### src/rtl/mux_arr_pingpong_buffer_pkg.sv
`default_nettype none
// ============================================================================
//  Module   : mux_arr_pingpong_buffer_pkg
//  Purpose  : Shared sizing defaults and the element-array type used by the
//             ping-pong buffer, its output mux stage and the bench.
//  Contents : c_N   - elements per transfer
//             c_W   - bits per element
//             elemArr_t - c_N x c_W unpacked element array
//  Revision : 1.0 - initial release
// ============================================================================
package mux_arr_pingpong_buffer_pkg;

  localparam int c_N = 2;
  localparam int c_W = 2;

  typedef logic [c_W-1:0] elemArr_t [c_N];

endpackage
`default_nettype wire

### src/rtl/mux_arr_pingpong_buffer_if.sv
`default_nettype none
// ============================================================================
//  Module   : mux_arr_pingpong_buffer_if
//  Purpose  : Producer/consumer valid-ready bundle for the ping-pong buffer.
//  Signals  : in_data/in_valid/in_ready     - producer side
//             out_data/out_valid/out_ready  - consumer side
//             occupancy                     - number of full banks (0..2)
//  Modports : master - environment (drives in_*, out_ready)
//             slave  - buffer      (drives in_ready, out_*, occupancy)
//  Revision : 1.0 - initial release
// ============================================================================
interface mux_arr_pingpong_buffer_if
  import mux_arr_pingpong_buffer_pkg::*;
#(
  parameter int N = c_N,
  parameter int W = c_W
);

  logic [W-1:0] in_data  [N];
  logic         in_valid;
  logic         in_ready;
  logic [W-1:0] out_data [N];
  logic         out_valid;
  logic         out_ready;
  logic [1:0]   occupancy;

  modport master (
    output in_data, in_valid, out_ready,
    input  in_ready, out_data, out_valid, occupancy
  );

  modport slave (
    input  in_data, in_valid, out_ready,
    output in_ready, out_data, out_valid, occupancy
  );

endinterface
`default_nettype wire

### src/rtl/mux_arr_pingpong_buffer_mux.sv
`default_nettype none
// ============================================================================
//  Module   : Mux2xArray2_Bits2
//  Purpose  : 2:1 selector between two N x W element arrays.
//  Ports    : I0 - array selected when S = 0
//             I1 - array selected when S = 1
//             S  - select
//             O  - selected array
//  Revision : 1.0 - generalised to N elements of W bits
// ============================================================================
module Mux2xArray2_Bits2
  import mux_arr_pingpong_buffer_pkg::*;
#(
  parameter int N = c_N,
  parameter int W = c_W
) (
  input  wire logic [W-1:0] I0 [N],
  input  wire logic [W-1:0] I1 [N],
  input  wire logic         S,
  output logic      [W-1:0] O  [N]
);

  for (genvar gi = 0; gi < N; gi++) begin : g_elem
    assign O[gi] = S ? I1[gi] : I0[gi];
  end

endmodule
`default_nettype wire

### src/rtl/mux_arr_pingpong_buffer.sv
`default_nettype none
// ============================================================================
//  Module   : mux_arr_pingpong_buffer
//  Purpose  : Two-bank ping-pong buffer in front of the Mux2xArray2_Bits2
//             stage. Arrays are written to alternating banks and presented
//             oldest-first; the read pointer drives the mux select.
//  Ports    : CLK        - clock, rising edge
//             ASYNCRESET - asynchronous active-high reset
//             bus        - valid/ready bundle (slave modport)
//  Revision : 1.0 - initial release
// ============================================================================
module mux_arr_pingpong_buffer
  import mux_arr_pingpong_buffer_pkg::*;
#(
  parameter int N = c_N,
  parameter int W = c_W
) (
  input wire logic                 CLK,
  input wire logic                 ASYNCRESET,
  mux_arr_pingpong_buffer_if.slave bus
);

  logic [W-1:0] r_bank0  [N];
  logic [W-1:0] r_bank1  [N];
  logic [1:0]   r_full;
  logic         r_wrPtr;
  logic         r_rdPtr;

  logic         w_inReady;
  logic         w_outValid;
  logic         w_wrEn;
  logic         w_rdEn;
  logic [W-1:0] w_muxOut [N];

  assign w_inReady  = !r_full[r_wrPtr];
  assign w_outValid =  r_full[r_rdPtr];
  assign w_wrEn     = bus.in_valid  && w_inReady;
  assign w_rdEn     = bus.out_ready && w_outValid;

  assign bus.in_ready  = w_inReady;
  assign bus.out_valid = w_outValid;
  assign bus.occupancy = {1'b0, r_full[0]} + {1'b0, r_full[1]};
  assign bus.out_data  = w_muxOut;

  // Write and read can never hit the same bank in one cycle: a write needs
  // full[wrPtr]=0 and a read needs full[rdPtr]=1, so equal pointers cannot
  // both be enabled. The two flag updates therefore never collide.
  always_ff @(posedge CLK or posedge ASYNCRESET) begin
    if (ASYNCRESET) begin
      for (int i = 0; i < N; i++) begin
        r_bank0[i] <= '0;
        r_bank1[i] <= '0;
      end
      r_full  <= 2'b00;
      r_wrPtr <= 1'b0;
      r_rdPtr <= 1'b0;
    end else begin
      if (w_wrEn) begin
        if (r_wrPtr) r_bank1 <= bus.in_data;
        else         r_bank0 <= bus.in_data;
        r_full[r_wrPtr] <= 1'b1;
        r_wrPtr         <= ~r_wrPtr;
      end
      // Reading only drops the flag; bank data stays as stale content.
      if (w_rdEn) begin
        r_full[r_rdPtr] <= 1'b0;
        r_rdPtr         <= ~r_rdPtr;
      end
    end
  end

  Mux2xArray2_Bits2 #(
    .N (N),
    .W (W)
  ) u_outMux (
    .I0 (r_bank0),
    .I1 (r_bank1),
    .S  (r_rdPtr),
    .O  (w_muxOut)
  );

endmodule
`default_nettype wire

### src/flat_wrapper.sv
// flat-port wrapper written by rule: the top's interface ports become plain ports
module mux_arr_pingpong_buffer_flat import mux_arr_pingpong_buffer_pkg::*;
#(
  parameter int N = c_N,
  parameter int W = c_W
)
  (CLK, ASYNCRESET, bus_in_data, bus_in_valid, bus_out_ready, bus_in_ready, bus_out_data, bus_out_valid, bus_occupancy);
  mux_arr_pingpong_buffer_if #(.N(N), .W(W)) bus_i ();
  input wire logic CLK;
  input wire logic ASYNCRESET;
  input wire logic [$bits(bus_i.in_data)-1:0] bus_in_data;
  input wire logic [$bits(bus_i.in_valid)-1:0] bus_in_valid;
  input wire logic [$bits(bus_i.out_ready)-1:0] bus_out_ready;
  output wire logic [$bits(bus_i.in_ready)-1:0] bus_in_ready;
  output wire logic [$bits(bus_i.out_data)-1:0] bus_out_data;
  output wire logic [$bits(bus_i.out_valid)-1:0] bus_out_valid;
  output wire logic [$bits(bus_i.occupancy)-1:0] bus_occupancy;
  assign bus_i.in_data = {>>{bus_in_data}};
  assign bus_i.in_valid = bus_in_valid;
  assign bus_i.out_ready = bus_out_ready;
  assign bus_in_ready = bus_i.in_ready;
  assign bus_out_data = {>>{bus_i.out_data}};
  assign bus_out_valid = bus_i.out_valid;
  assign bus_occupancy = bus_i.occupancy;
  mux_arr_pingpong_buffer #(.N(N), .W(W)) u_core (.CLK(CLK), .ASYNCRESET(ASYNCRESET), .bus(bus_i));
endmodule
### config.mk
export PLATFORM = sky130hd
export DESIGN_NAME = mux_arr_pingpong_buffer_flat
export DESIGN_NICKNAME = d
export VERILOG_FILES = /design/src/rtl/mux_arr_pingpong_buffer_pkg.sv /design/src/rtl/mux_arr_pingpong_buffer_if.sv /design/src/rtl/mux_arr_pingpong_buffer_mux.sv /design/src/rtl/mux_arr_pingpong_buffer.sv /design/src/flat_wrapper.sv
export SDC_FILE = /design/constraint.sdc
export NUM_CORES = 1
export LEC_CHECK = 0
export ABC_AREA = 1
export ABC_CLOCK_PERIOD_IN_PS = 2500
export BUFFER_PORTS_ARGS = -buffer_cell sky130_fd_sc_hd__buf_2
export CAP_MARGIN = 20
export CORE_UTILIZATION = 40
export DETAILED_ROUTE_END_ITERATION = 6
export SYNTH_ARGS = -nofsm -noshare
export SYNTH_HDL_FRONTEND = slang
export SYNTH_SLANG_ARGS = --single-unit
### constraint.sdc
create_clock -name CLK -period 2.5 [get_ports CLK]
set_input_delay 0.5 -clock CLK [delete_from_list [all_inputs] [get_ports CLK]]
set_output_delay 0.5 -clock CLK [all_outputs]
set_load 0.02 [all_outputs]
==> impl_metrics.toml <==
[cells_and_area]
syn2layout_area_growth_pct = 17.6
drive_above_1_share_pct = 25.3
seqCellArea_um2 = 300
nNetsFinal = 101
multi_input_area_um2 = 265
finalNonFillerCells = 106
fillerInstances = 138
antenna_cells = 0

[pwr]
power.density_nw_per_um2 = 1410
power.share.clock_pct = 14.9
power_uw = 1020
seqPwrFrac_pct = 39.0
power.leakage_uw = 0.000432
p_int_uw = 540
combinationalPowerShare_pct = 46.1
p_sw_uw = 477
vdd_drop_max_uv = 677
swShare_pct = 46.9

[grt]
antenna_found_initial = 0
grt_max_degree = 13
grt_pass1_vias = 439
overflow = 0
grt_usage_pct = 17.4
grt_first_pass_wirelength_um = 1880

[yosys]
ys_ff_latch = 12
synth-seq-area-share_pct = 49.2
ys_warn_count = 0
synth_area_um2 = 611
ys_types = 15
syn_nets = 83
syn_inst = 74
synth_area_per_cell_um2 = 8.25

[critical_path]
regToRegEndpoint = "u_core.r_wrPtr"
worstPathCellList = "nor2_8 > o21bai_1 > buf_2"
cp_top_family = "flip-flops"
arrival_ns = 1.30
worstReg2RegStart = "u_core.r_wrPtr"
end_kind = "primary output"
rrSetupSlack_ns = 1.35
rr_worst_depth = 3
max_stage_delay_ns = 0.52
setup.worst_path.start_class = "register"
cp_num_buf_inv = 1
cp_slowest_cell = "dfrtp_1"
worstPathMaxFanout = 9
crit_type = "register to primary output"
crit_required_ns = 2.00
cp_num_cells = 3

[clocking]
cts_setup_buffers = 0
cts_buffers = 3
path_clk_slew_ns = 0.08
clock_tree.root_cell = "clkbuf_4"
cts_hold_buf = 0
htree_levels = 1
cts.sinks = 12
ctsResizeCount = 0
clk_latency_ns = 0.27
clockBufferDepth = 2
cts_tree = "done"

[timing]
period_share_pct = 72.0
drv_slew = 0
grt_setup_unrepaired = "false"
final.setup.tns_ns = 0
period_needed_ns = 1.80
finClkSkew_ns = 0.0121
final-setup-viol-count = 0
finalHoldViolCount = 0
relSlewSlack_pct = 70.0
fin_ws_ns = 0.700
hold_slack_ns = 0.212
worstMarginPinSlew_ns = 0.450
clock.fmax_mhz = 555

[die]
row_count = 13
die_h_um = 41.1
die_x_um = 41.1
start_util_pct = 44.7
floorplan.die_area_um2 = 1690
core_area_um2 = 1370
io-pin-count = 16

[placed_design]
dpl_worst_slack_ns = 0.999
dp_hpwl_um = 866
place_congestion = 0.856
dp.cells = 102
io_buffer_count = 15

[detailed_routing]
drtIter0Drc = 19
firstDrtPassIters = 5
drt-wirelength-per-cell_um = 11.2
drc = 0
num_vias = 510
wl_um = 1190
via_per_inst = 4.81
drt.antenna.violating_nets = 0

[run_status]
status = "finished clean"

[run]
cap_violations = 0

[worst_hold_path]
hold_path.class = "primary input to asynchronous set/reset pin"
-- worst max path at each step --
stage | slack, ns | to | startpoint
floorplan | 1.13 | bus_occupancy[0] | u_core.r_full[0]
global placement | 1.01 | bus_in_ready | u_core.r_wrPtr
detailed placement | 1.0 | bus_in_ready | u_core.r_wrPtr
CTS | 0.71 | bus_in_ready | u_core.r_wrPtr
global route | 0.61 | bus_in_ready | u_core.r_wrPtr
finish | 0.70 | bus_in_ready | u_core.r_wrPtr
-- per-stage QoR --
step / utilization [%] / instance area, um^2
detailed placement: 49.9 / 682
CTS: 52.6 / 718
global route: 52.6 / 718
global placement: 49.9 / 682
floorplan: - / 611
finish: 52.6 / 718
-- state kept, by name, indices dropped and copies added, names as in the netlist --
signal          flops
u_core.r_bank0      4
u_core.r_full       2
u_core.r_bank1      4
u_core.r_wrPtr      1
u_core.r_rdPtr      1
-- cells by family after synthesis --
logic type	Yosys count	share of synthesized area (%)
buf+inv	8	7.38
fa+ha+maj	1	2.05
flops	12	49.2
simple gates	49	37.7
compound gates	4	3.69
-- cells in the mapped netlist --
master / n / area, um^2
nand2_1: 34 / 128
dfrtp_1: 12 / 300
inv_1: 5 / 18.8
nand3_1: 5 / 25.0
nand4_1: 4 / 25.0
nor2_1: 3 / 11.3
a21oi_1: 2 / 10.0
buf_6: 2 / 22.5
ha_1: 1 / 12.5
inv_2: 1 / 3.75
nand2_4: 1 / 11.3
nand3_2: 1 / 10.0
nor2_8: 1 / 20.0
o21ai_0: 1 / 5.00
o21bai_1: 1 / 7.51
-- area by class of cell --
cell class	instances	share of cell area, %
flip-flops and latches	12	41.8
multi-input cells	54	36.9
repair buffers	15	10.5
clock buffers	4	5.05
inverters	6	3.14
well taps	15	2.61
-- per-layer routing --
metal	vias to the layer above	routed length, um	global-route usage [%]
li1	267	-	-
met1	230	593	21.7
met2	13	523	27.3
met3	0	74	8.70
met4	0	0	2.50
met5	-	0	0
-- worst reg2reg max path, delay by kind of cell (launching register included) --
family | cells | cell delay (ns)
flops | 1 | 0.59
simple gates | 3 | 0.46
-- power by group through the flow --
stage	Combinational [uW]	Sequential [uW]	Clock, uW
after global routing	539	411	162
after floorplan	399	353	0
final	468	396	152
after global placement	471	394	0
after detailed placement	472	399	0
after CTS	473	395	155
-- layout by cell type, fill, tap and decap left out --
cell / instances
nand2_1: 34
nor2_8: 1
nor2_1: 3
nand4_1: 4
clkbuf_8: 1
clkbuf_4: 3
o21ai_0: 1
buf_2: 15
nand2_4: 1
nand3_2: 1
ha_1: 1
nand3_1: 5
inv_1: 5
a21oi_1: 2
o21bai_1: 1
inv_2: 1
dfrtp_1: 12
(Power assumes the default switching activity.)
